===== src/rtl/conv_layer_sequencer.sv =====
// Sequences a convolution engine bank through every (filter group, input channel) pass.
// Optional per-pass RUN watchdog is enabled by defining CONV_SEQ_WATCHDOG_EN.
module conv_layer_sequencer #(
  parameter int unsigned ChanBits  = 10,
  parameter int unsigned GroupBits = 8
`ifdef CONV_SEQ_WATCHDOG_EN
  ,
  parameter int unsigned WdogBits  = 24
`endif
) (
  input  logic                 clk_i,
  input  logic                 rst_i,
  input  logic                 start_i,
  input  logic                 abort_i,
  input  logic [ChanBits-1:0]  in_channels_i,
  input  logic [GroupBits-1:0] filter_groups_i,
  output logic                 wload_req_o,
  input  logic                 wload_ack_i,
  output logic [ChanBits-1:0]  wload_chan_o,
  output logic [GroupBits-1:0] wload_group_o,
  output logic                 conv_run_o,
  output logic                 conv_accumulate_o,
  input  logic                 conv_done_i,
  output logic                 group_done_o,
  output logic                 busy_o,
  output logic                 done_o,
  output logic                 error_o
);

  typedef enum logic [2:0] {StIdle, StLoad, StRun, StClear, StAdvance, StFinish} state_e;

  state_e               state_q;
  logic [ChanBits-1:0]  chan_q, chan_cnt_q;
  logic [GroupBits-1:0] group_q, group_cnt_q;
  logic                 first_run_q;
  logic                 last_chan, last_group, run_done, wdog_expire, kill;

  assign last_chan     = (chan_q == chan_cnt_q - ChanBits'(1));
  assign last_group    = (group_q == group_cnt_q - GroupBits'(1));
  // The first RUN cycle may still see the previous pass's done status.
  assign run_done      = (state_q == StRun) && !first_run_q && conv_done_i;
  assign wload_chan_o  = chan_q;
  assign wload_group_o = group_q;

`ifdef CONV_SEQ_WATCHDOG_EN
  logic [WdogBits-1:0] wdog_q;

  // Held at zero outside RUN; fires at the end of the cycle in which it would reach all-ones.
  always_ff @(posedge clk_i) begin
    if (rst_i || state_q != StRun) begin
      wdog_q <= '0;
    end else begin
      wdog_q <= wdog_q + WdogBits'(1);
    end
  end

  assign wdog_expire = (state_q == StRun) && (wdog_q == ~WdogBits'(1));
`else
  assign wdog_expire = 1'b0;
`endif

  assign kill = ((state_q != StIdle) && abort_i) || (wdog_expire && !run_done);

  always_ff @(posedge clk_i) begin
    if (rst_i) begin
      state_q           <= StIdle;
      chan_q            <= '0;
      chan_cnt_q        <= '0;
      group_q           <= '0;
      group_cnt_q       <= '0;
      first_run_q       <= 1'b0;
      wload_req_o       <= 1'b0;
      conv_run_o        <= 1'b0;
      conv_accumulate_o <= 1'b0;
      group_done_o      <= 1'b0;
      busy_o            <= 1'b0;
      done_o            <= 1'b0;
      error_o           <= 1'b0;
    end else begin
      group_done_o <= 1'b0;
      done_o       <= 1'b0;
      if (kill) begin
        state_q           <= StIdle;
        wload_req_o       <= 1'b0;
        conv_run_o        <= 1'b0;
        conv_accumulate_o <= 1'b0;
        busy_o            <= 1'b0;
        error_o           <= 1'b1;
      end else begin
        case (state_q)
          StIdle: begin
            if (start_i) begin
              chan_cnt_q  <= in_channels_i;
              group_cnt_q <= filter_groups_i;
              chan_q      <= '0;
              group_q     <= '0;
              error_o     <= 1'b0;
              busy_o      <= 1'b1;
              if (in_channels_i == '0 || filter_groups_i == '0) begin
                state_q <= StFinish;
                done_o  <= 1'b1;
              end else begin
                state_q     <= StLoad;
                wload_req_o <= 1'b1;
              end
            end
          end
          StLoad: begin
            if (wload_ack_i) begin
              state_q           <= StRun;
              wload_req_o       <= 1'b0;
              conv_run_o        <= 1'b1;
              conv_accumulate_o <= (chan_q != '0);
              first_run_q       <= 1'b1;
            end
          end
          StRun: begin
            first_run_q <= 1'b0;
            if (run_done) begin
              state_q    <= StClear;
              conv_run_o <= 1'b0;
            end
          end
          StClear: begin
            state_q           <= StAdvance;
            conv_accumulate_o <= 1'b0;
            group_done_o      <= last_chan;
          end
          StAdvance: begin
            if (last_chan) begin
              chan_q <= '0;
              if (last_group) begin
                state_q <= StFinish;
                done_o  <= 1'b1;
              end else begin
                group_q     <= group_q + GroupBits'(1);
                state_q     <= StLoad;
                wload_req_o <= 1'b1;
              end
            end else begin
              chan_q      <= chan_q + ChanBits'(1);
              state_q     <= StLoad;
              wload_req_o <= 1'b1;
            end
          end
          StFinish: begin
            state_q <= StIdle;
            busy_o  <= 1'b0;
          end
          default: begin
            state_q <= StIdle;
            busy_o  <= 1'b0;
          end
        endcase
      end
    end
  end

endmodule

===== config.mk =====
export PLATFORM = sky130hd
export DESIGN_NAME = conv_layer_sequencer
export DESIGN_NICKNAME = d
export VERILOG_FILES = /design/src/rtl/conv_layer_sequencer.sv
export SDC_FILE = /design/constraint.sdc
export NUM_CORES = 1
export LEC_CHECK = 0
export ABC_AREA = 1
export CAP_MARGIN = 25
export CORE_UTILIZATION = 26
export DETAILED_ROUTE_END_ITERATION = 6
export GPL_ROUTABILITY_DRIVEN = 0
export PLACE_DENSITY = 0.53
export SETUP_SLACK_MARGIN = 0.5
export SLEW_MARGIN = 20
export SYNTH_ARGS = -nofsm -noshare
export SYNTH_HDL_FRONTEND = slang
export SYNTH_SLANG_ARGS = --single-unit

===== constraint.sdc =====
create_clock -name clk_i -period 3.8 [get_ports clk_i]
set_input_delay 0.76 -clock clk_i [delete_from_list [all_inputs] [get_ports clk_i]]
set_output_delay 0.76 -clock clk_i [all_outputs]
set_load 0.1 [all_outputs]

==> flow_metrics.env <==
export IMPL_hold_depth=2
export IMPL_p_sw_mw=1.039
export IMPL_crit_type="reg2out"
export IMPL_root_buffer="clkbuf_16"
export IMPL_ir_drop_v=0.0002833
export IMPL_ys_top_cells_by_area="dfxtp_1 (32%), nand2_1 (14%), nor2_1 (7.0%), inv_1 (6.9%), a21oi_1 (4.7%)"
export IMPL_grt_pass1_vias=2852
export IMPL_setup_violations=0
export IMPL_die_h_um=108.6
export IMPL_antenna_found_initial=0
export IMPL_powerDensity_mw_per_mm2=597.9
export IMPL_critical_path_buf_inv_count=1
export IMPL_hold_end="busy_o$_SDFFE_PP0P_"
export IMPL_holdCritStartpoint="busy_o$_SDFFE_PP0P_"
export IMPL_postCtsSetupBuffers=0
export IMPL_startpoint_type="flop"
export IMPL_crit_path_end_kind="output port"
export IMPL_critPathMaxStageDelay_ps=1200
export IMPL_cts_num_sinks=47
export IMPL_crit_chain="clkdlybuf4s50_1"
export IMPL_r2r_end="wload_req_o$_SDFFE_PP0P_"
export IMPL_nets=525
export IMPL_die_area_mm2=0.01180
export IMPL_place_inst=629
export IMPL_synth_area_per_cell_um2=6.600
export IMPL_clock_latency_ps=290
export IMPL_post_route_util=0.3408
export IMPL_syn_instance_count=448
export IMPL_rows=38
export IMPL_stdcell_area_mm2=0.003727
export IMPL_dr_pass1_iters=4
export IMPL_async_flop_share=0
export IMPL_finalSetupTns_ps=0
export IMPL_ys_top_cells_by_count="nand2_1 (110), nor2_1 (55), inv_1 (54)"
export IMPL_syn_nets=477
export IMPL_synth_cell_types=34
export IMPL_die_w_um=108.6
export IMPL_crit_slowest_cell="clkdlybuf4s50_1"
export IMPL_synth_top_family_by_area="simple AND/OR/NAND/NOR gates"
export IMPL_nFillCells=1206
export IMPL_synth_top_cell_area_share=0.3182
export IMPL_via_per_inst=4.557
export IMPL_cap_violations=0
export IMPL_yosys_area_share_adder=0.02116
export IMPL_path_max_fanout=6
export IMPL_post_place_ws_ps=1270
export IMPL_highest_layer="met4"
export IMPL_layout_cells_non_filler=636
export IMPL_swShare=0.4664
export IMPL_slew_headroom=0.3446
export IMPL_p_seq_frac=0.300
export IMPL_rsz0062_at_grt="false"
export IMPL_port_buffers=48
export IMPL_wl_met3_um=290
export IMPL_synth_edf_count=0
export IMPL_tightest_slew_ps=980.0
export IMPL_path_clk_slew_ps=60
export IMPL_yosysTopAreaCell="dfxtp_1"
export IMPL_tritoncts="yes"
export IMPL_ys_ff_latch=47
export IMPL_remaining_drc_errors=0
export IMPL_core_area_mm2=0.01094
export IMPL_yosysWarnings=0
export IMPL_cts_resized=0
export IMPL_required_ps=3040
export IMPL_r2r_start="group_cnt_q[0]$_SDFFE_PP0P_"
export IMPL_hold_viol_final=0
export IMPL_wl_met1_mm=3.717
export IMPL_start_util=0.2704
export IMPL_placed_cell_area_mm2=0.003583
export IMPL_grt_overflow=0
export IMPL_wl_mm=7.902
export IMPL_internal_power_mw=1.189
export IMPL_p_clk_frac=0.196
export IMPL_cts_htree_levels=2
export IMPL_yosys_area_share_xor_xnor=0.06221
export IMPL_hpwl_mm=6.228
export IMPL_synth_compound_area_frac=0.09691
export IMPL_syn2layout_area_growth_pct=26.07
export IMPL_synth_ff_type="dfxtp_1"
export IMPL_run_status="complete, no violations"
export IMPL_ioPinCount=49
export IMPL_vias=2898
export IMPL_layout_drive_gt1_share=0.08871
export IMPL_pwr_share_comb=0.505
export IMPL_grt_util_all_layers=0.1434
export IMPL_p_leak_nw=1.542
export IMPL_fmax_ghz=0.3603
export IMPL_r2r_cells=11
export IMPL_syn_cell_area_mm2=0.002957
export IMPL_grt_max_degree=28
export IMPL_period_minus_slack_ps=2775
export IMPL_hold_buffers=0
export IMPL_wire_per_inst_um=12.42
export IMPL_ys_seq_area_frac=0.3182
export IMPL_cp_top_family="buffers and inverters"
export IMPL_finalCritPeriodShare=0.7303
export IMPL_final_max_slew_viol_count=0
export IMPL_startpoint="wload_group_o[5]$_SDFFE_PP0P_"
export IMPL_arrival_ps=2020
export IMPL_antenna_cells=0
export IMPL_timing_final_ws_setup_ps=1025
export IMPL_numCtsBuffers=5
export IMPL_muxShareOfSynthArea=0
export IMPL_hold_class="reg2reg"
export IMPL_rrSetupSlack_ps=1760
export IMPL_yosysMostFrequentCell="nand2_1"
export IMPL_grt_pass1_wl_mm=13.23
export IMPL_synth_simple_area_share=0.4054
export IMPL_clock_skew_ps=4.083
export IMPL_antenna_left=0
export IMPL_met2WireLength_mm=3.756
export IMPL_cts_buffer_depth=2
export IMPL_drtIter0Drc=113
-- power groups by stage --
stage                     combinational, mW  clock [mW]  sequential [mW]
after floorplan                       0.717           0            0.844
after global placement                 1.11           0            0.679
after detailed placement               1.13           0            0.679
after CTS                              1.13       0.450            0.669
after global routing                   1.26       0.466            0.683
final                                  1.12       0.436            0.668
-- metal layers --
| metal | vias to the layer above | GRT usage |
|---|---|---|
| met4 | 0 | 0.04730 |
| met2 | 49 | 0.2541 |
| met3 | 10 | 0.02630 |
| met1 | 1317 | 0.1736 |
| met5 | - | 0 |
| li1 | 1522 | - |
-- stage by stage --
step / power, mW / hold WS, ps
after floorplan: 1.561 / 444.0
after global placement: 1.793 / 465.6
after detailed placement: 1.805 / 467.9
after CTS: 2.250 / 480.5
after global routing: 2.411 / 512.8
final: 2.229 / 469.4
-- worst max path at each step --
stage / endpoint / slack, ps / cells after the start
after floorplan: wload_group_o[2]$_SDFFE_PP0P_ / 1530 / 10
after detailed placement: wload_chan_o[9]$_SDFFE_PP0P_ / 1270 / 11
after global placement: wload_chan_o[9]$_SDFFE_PP0P_ / 1310 / 11
after CTS: wload_group_o[5] / 1030 / 1
final: wload_group_o[5] / 1020 / 1
after global routing: wload_group_o[5] / 1010 / 1
-- cell usage in the layout, fill, tap and decap left out, types with 2 or more instances in the layout --
master,n
nand2_8,2
xor2_1,13
o22ai_1,2
nor4_1,6
nand2_1,110
dfxtp_1,47
inv_1,54
nand2_2,4
nor2_2,9
nand3_1,28
nor3_1,8
nor2_4,3
nand2_4,4
nand3_4,2
clkdlybuf4s50_1,48
inv_2,8
clkbuf_16,5
o21ai_0,21
a21oi_1,28
ha_1,5
xnor2_1,8
nor2_1,55
nand4_1,13
-- final cells by class --
cell class	count	area, um^2	share of cell area
multi-input combinational	330	1732	0.4646
clock inverter	1	5.005	0.001343
clock buffer	6	138.9	0.03726
sequential	47	940.9	0.2524
inverter	64	255.2	0.06848
tap	140	175.2	0.04700
timing repair buffer	48	480.5	0.1289
-- flip-flops by register name, indices dropped and copies added, names as in the netlist --
register,count
chan_cnt_q,10
wload_chan_o,10
group_cnt_q,8
wload_group_o,8
state_q,3
busy_o,1
conv_accumulate_o,1
conv_run_o,1
done_o,1
error_o,1
first_run_q,1
group_done_o,1
wload_req_o,1
-- logic make-up after synthesis --
family	count (synthesis)
xor gates and xnor gates	21
buffers and inverters	71
DFF	47
AOI/OAI and AO/OA	55
adders and majority gates	5
and+or+nand+nor	249
Power figures use the tool's default switching activity.
==> RTL change 1 (config.mk and constraints unchanged) <==
Change the parameter `ChanBits` from 10 to 9.
--- a/src/rtl/conv_layer_sequencer.sv
+++ b/src/rtl/conv_layer_sequencer.sv
@@ -1,7 +1,7 @@
 // Sequences a convolution engine bank through every (filter group, input channel) pass.
 // Optional per-pass RUN watchdog is enabled by defining CONV_SEQ_WATCHDOG_EN.
 module conv_layer_sequencer #(
-  parameter int unsigned ChanBits  = 10,
+  parameter int unsigned ChanBits  = 9,
   parameter int unsigned GroupBits = 8
 `ifdef CONV_SEQ_WATCHDOG_EN
   ,
Interface: changed (resized in_channels_i and wload_chan_o); port bits go from 49 to 47. The function was not compared with the original's and may differ.
==> RTL change 1 against the unedited design <==
Sequential cell count down 2; cell area shrank 9.4%; worst hold slack better by 0.015 ns; worst setup slack improved by 0.026 ns; area after synthesis is 10% lower; total power rose by 3.0%; register-to-register slack worse by 0.11 ns; wire length shrank 11%; count of clock-buffer cells in the layout decreased by 1; largest power group unchanged.
==> RTL change 1: results (changes against the unedited design) <==
Layout
  • Storage cell area: 901 um2 (-4.3%)
  • Signal buf overhead: 0.136 (+0.00739)
  • Area occupied by multi-input gates: 1510 um2 (-13%)
  • Bufs w/o clock: 46 (-4.2%)
  • Layout cells sized above 1: 0.0652 (-0.0235)
  • Layout clock buffer count: 5 (-1)
  • Nonclk inv count: 54 (-16%)
  • Multi-input gate count: 292 (-12%)
  • Nets: 472 (-10%)
  • Clk tree area frac: 0.0407 (+0.00214)

Clock network
  • Worst skew pair latency: 0.31 ns (+0.02 ns)
  • Clk slew on worst S/H paths: 0.09 ns (+0.03 ns)
  • Clock root cell: clkbuf_8

Logic synthesis
  • Top post-synthesis cells by area: dfxtp_1 (34%), nand2_1 (11%), nor2_1 (9.2%), inv_1 (7.1%), a21oi_1 (5.3%)
  • Adder-cell share of the synthesized area: 0.0236 (+0.00246)
  • Most instantiated cells after synthesis: nand2_1 (78), nor2_1 (65), inv_1 (50), dfxtp_1 (45), a21oi_1 (28)
  • Syn nets: 427 (-10%)
  • Synth Area in XOR/XNOR: 0.0761 (+0.0138)
  • Synth cell types: 31 (-8.8%)
  • Sequential-to-total area share from yosys stat: 0.340 (+0.0219)

Drt
  • Via-per-instance ratio: 4.50 (-1.2%)
  • WL per Instance: 12.1 um (-2.2%)
  • Routed wl met3: 275 um (-5.2%)
  • Drt initial violations: 108 (-4.4%)

Pwr
  • Sequential share of power: 0.290 (-0.010)
  • Switching power: 1.11 mW (+7.2%)
  • Static leakage: 1.35 nW (-12%)
  • Worst VDD drop: 430 uV (+52%)

Timing
  • Worst Clk Skew: 0.0148 ns (+0.0107 ns)
  • WHS: 0.484 ns (+0.0148 ns)
  • Worst Tran Pin Value: 0.973 ns (-0.00695 ns)

Worst setup path
  • Critical Path Fanout Max: 7 (+1)
  • RR Startpoint: chan_cnt_q[0]$_SDFFE_PP0P_
  • Flop-to-flop setup slack: 1.65 ns (-0.11 ns)
  • R2R depth: 13 (+2)
  • Worst setup path endpoint: wload_group_o[4]

Global routing
  • Global-route wire length before repair: 11,500 um (-13%)
  • Largest net degree at the start of global routing: 33 (+18%)
  • Gr usage total: 0.139 (-0.00408)

Min path
  • Hold path startpoint: first_run_q$_SDFFE_PP0P_
  • Hold Path End: first_run_q$_SDFFE_PP0P_

Outcome
  • Outcome: complete, no violations
-- RTL change 1: cell count changes in the layout (fill, tap and decap cells not counted), moves of 5 or more --
| cell | change |
|---|---|
| nor2_1 | +10 |
| nand3_1 | -9 |
| nand2_1 | -32 |
| nor2_2 | -5 |
| clkbuf_16 | -5 |
-- RTL change 1: routing by layer --
layer / vias up / global-route usage
met2: 43 / 0.236
met5: - / 0
met4: 0 / 0.0358
met1: 1187 / 0.183
li1: 1366 / -
met3: 6 / 0.0244
-- RTL change 1: per-stage QoR --
step | setup WS, ns | std cells | cell area (um2) | total power [mW]
6_report | 1.05 | 578 | 3380 | 2.30
5_1_grt | 0.979 | 578 | 3380 | 2.47
4_1_cts | 1.03 | 578 | 3380 | 2.31
3_5_place_dp | 1.11 | 570 | 3240 | 1.85
3_3_place_gp | 1.20 | 570 | 3240 | 1.85
2_1_floorplan | 1.36 | 399 | 2650 | 1.60
==> RTL change 2 (same flow settings) <==
Without the edit above. The 6 states of `state_e` get a one-hot encoding in 6 bits.
--- a/src/rtl/conv_layer_sequencer.sv
+++ b/src/rtl/conv_layer_sequencer.sv
@@ -27,7 +27,7 @@
   output logic                 error_o
 );
 
-  typedef enum logic [2:0] {StIdle, StLoad, StRun, StClear, StAdvance, StFinish} state_e;
+  typedef enum logic [5:0] {StIdle = 6'b000001, StLoad = 6'b000010, StRun = 6'b000100, StClear = 6'b001000, StAdvance = 6'b010000, StFinish = 6'b100000} state_e;
 
   state_e               state_q;
   logic [ChanBits-1:0]  chan_q, chan_cnt_q;
Check against the original RTL: same outputs for any inputs over 10 cycles, from zero or initial values and one cycle with rst_i high; not proved beyond that.
==> RTL change 2 against the unedited design <==
Register-to-register slack got worse by 0.47 ns; largest cell class unchanged; total power grew 31%; critical path type unchanged; area after synthesis is 2.1% higher; worst setup slack got worse by 0.0065 ns; wire length increased by 3.9%; via count grew 1.8%; cell area increased by 1.4%; sequential cell count up 3.
==> RTL change 2: results (changes against the unedited design) <==
Placed design
  • Post-placement cell count: 638 (+1.4%)
  • Placed cell area: 3610 um2 (+0.87%)
  • DP HPWL: 6330 um (+1.6%)

Layout
  • Fillers: 1,229 (+1.9%)
  • Layout cells sized above 1: 0.0534 (-0.0353)
  • Final core utilization: 0.341 (+0.000355)
  • Nets: 534 (+1.7%)
  • Antenna diodes: 0 (unchanged)

Drt
  • Drt initial violations: 109 (-3.5%)
  • WL per Instance: 12.7 um (+2.3%)
  • Iteration count of the initial detailed-routing pass: 4 (unchanged)
  • Vias: 2,950 (+1.8%)
  • Via-per-instance ratio: 4.57 (+0.22%)

Worst setup path
  • CP max stage cell: clkdlybuf4s50_1
  • Flop-to-flop setup slack: 1.29 ns (-0.47 ns)
  • Critical Path Fanout Max: 7 (+1)

Global routing
  • Gr usage total: 0.146 (+0.00222)
  • Met2 usage: 0.243 (-0.0110)
  • Global-route wire length before repair: 13,600 um (+2.8%)
  • GR Util met3: 0.0231 (-0.00318)
  • Largest net degree at the start of global routing: 32 (+14%)
  • Number of global-route vias before repair: 2,894 (+1.5%)
  • Met1 GRT Util: 0.192 (+0.0180)

Timing
  • Final worst setup slack: 1.02 ns (-0.00653 ns)
  • WHS: 0.455 ns (-0.0148 ns)
  • Relative slew slack: 0.339 (-0.00525)
  • Worst Clk Skew: 0.00720 ns (+0.00311 ns)

Logic synthesis
  • Most instantiated cells after synthesis: nand2_1 (106), nor2_1 (62), inv_1 (58), dfxtp_1 (50), nand3_1 (42)
  • Synth Instances: 458 (+2.2%)
  • Syn nets: 487 (+2.1%)
  • Top post-synthesis cells by area: dfxtp_1 (33%), nand2_1 (13%), nor2_1 (7.7%), inv_1 (7.2%), nand3_1 (7.0%)
  • Async SR Flop Fraction: 0 (unchanged)
  • Synth Flop Type: dfxtp_1
  • Sequential-to-total area share from yosys stat: 0.332 (+0.0134)

Outcome
  • Outcome: complete, no violations

Pwr
  • Worst VDD drop: 301 uV (+6.3%)
  • Static leakage: 1.56 nW (+1.2%)
  • Switching power: 1.44 mW (+38%)

Clock network
  • Worst skew pair latency: 0.29 ns (about the same)
RTL change 2: power by group through the flow:
stage	clock network [mW]	logic (mW)	registers, mW
4_1_cts	0.521	1.63	0.784
3_3_place_gp	0	1.61	0.793
6_report	0.506	1.63	0.784
2_1_floorplan	0	1.17	0.941
3_5_place_dp	0	1.62	0.791
5_1_grt	0.537	1.86	0.804
RTL change 2: logic make-up after synthesis:
kind of cell             share of synthesized area
AO/OA/AOI/OAI                                0.109
XOR/XNOR                                    0.0493
adder cells (fa/ha/maj)                     0.0207
buffers and inverters                       0.0974
flip-flops                                   0.332
AND/OR/NAND/NOR                              0.392
RTL change 2: worst register-to-register path, delay by kind of cell (launching register included):
kind                   cells  cell delay (ns)
AND/OR/NAND/NOR            5             1.63
flip-flops                 1             0.32
AO/OA/AOI/OAI              2             0.28
buffers and inverters      1             0.16
RTL change 2: routing by layer:
layer,vias to the layer above,part of all wire
met2,43,0.45
met4,0,0.011
li1,1574,-
met1,1329,0.50
met5,-,0
met3,4,0.038
RTL change 2: final cells by class:
cell class / count / share of cell area
multi-input cells: 338 / 0.456
well taps: 140 / 0.0463
clock buffers: 5 / 0.0331
repair buffers: 48 / 0.127
inverters: 62 / 0.0622
flip-flops and latches: 50 / 0.265
clock inverters: 3 / 0.0106
RTL change 2: worst paths after layout:
kind,endpoint,startpoint,cells after the start
worst min register to register,wload_req_o$_SDFFE_PP0P_,wload_req_o$_SDFFE_PP0P_,2
worst max register to register,chan_cnt_q[0]$_SDFFE_PP0P_,state_q[2]$_SDFFE_PP0P_,8
worst min-delay path,wload_req_o$_SDFFE_PP0P_,wload_req_o$_SDFFE_PP0P_,2
worst max-delay path,wload_chan_o[4],wload_chan_o[4]$_SDFFE_PP0P_,1
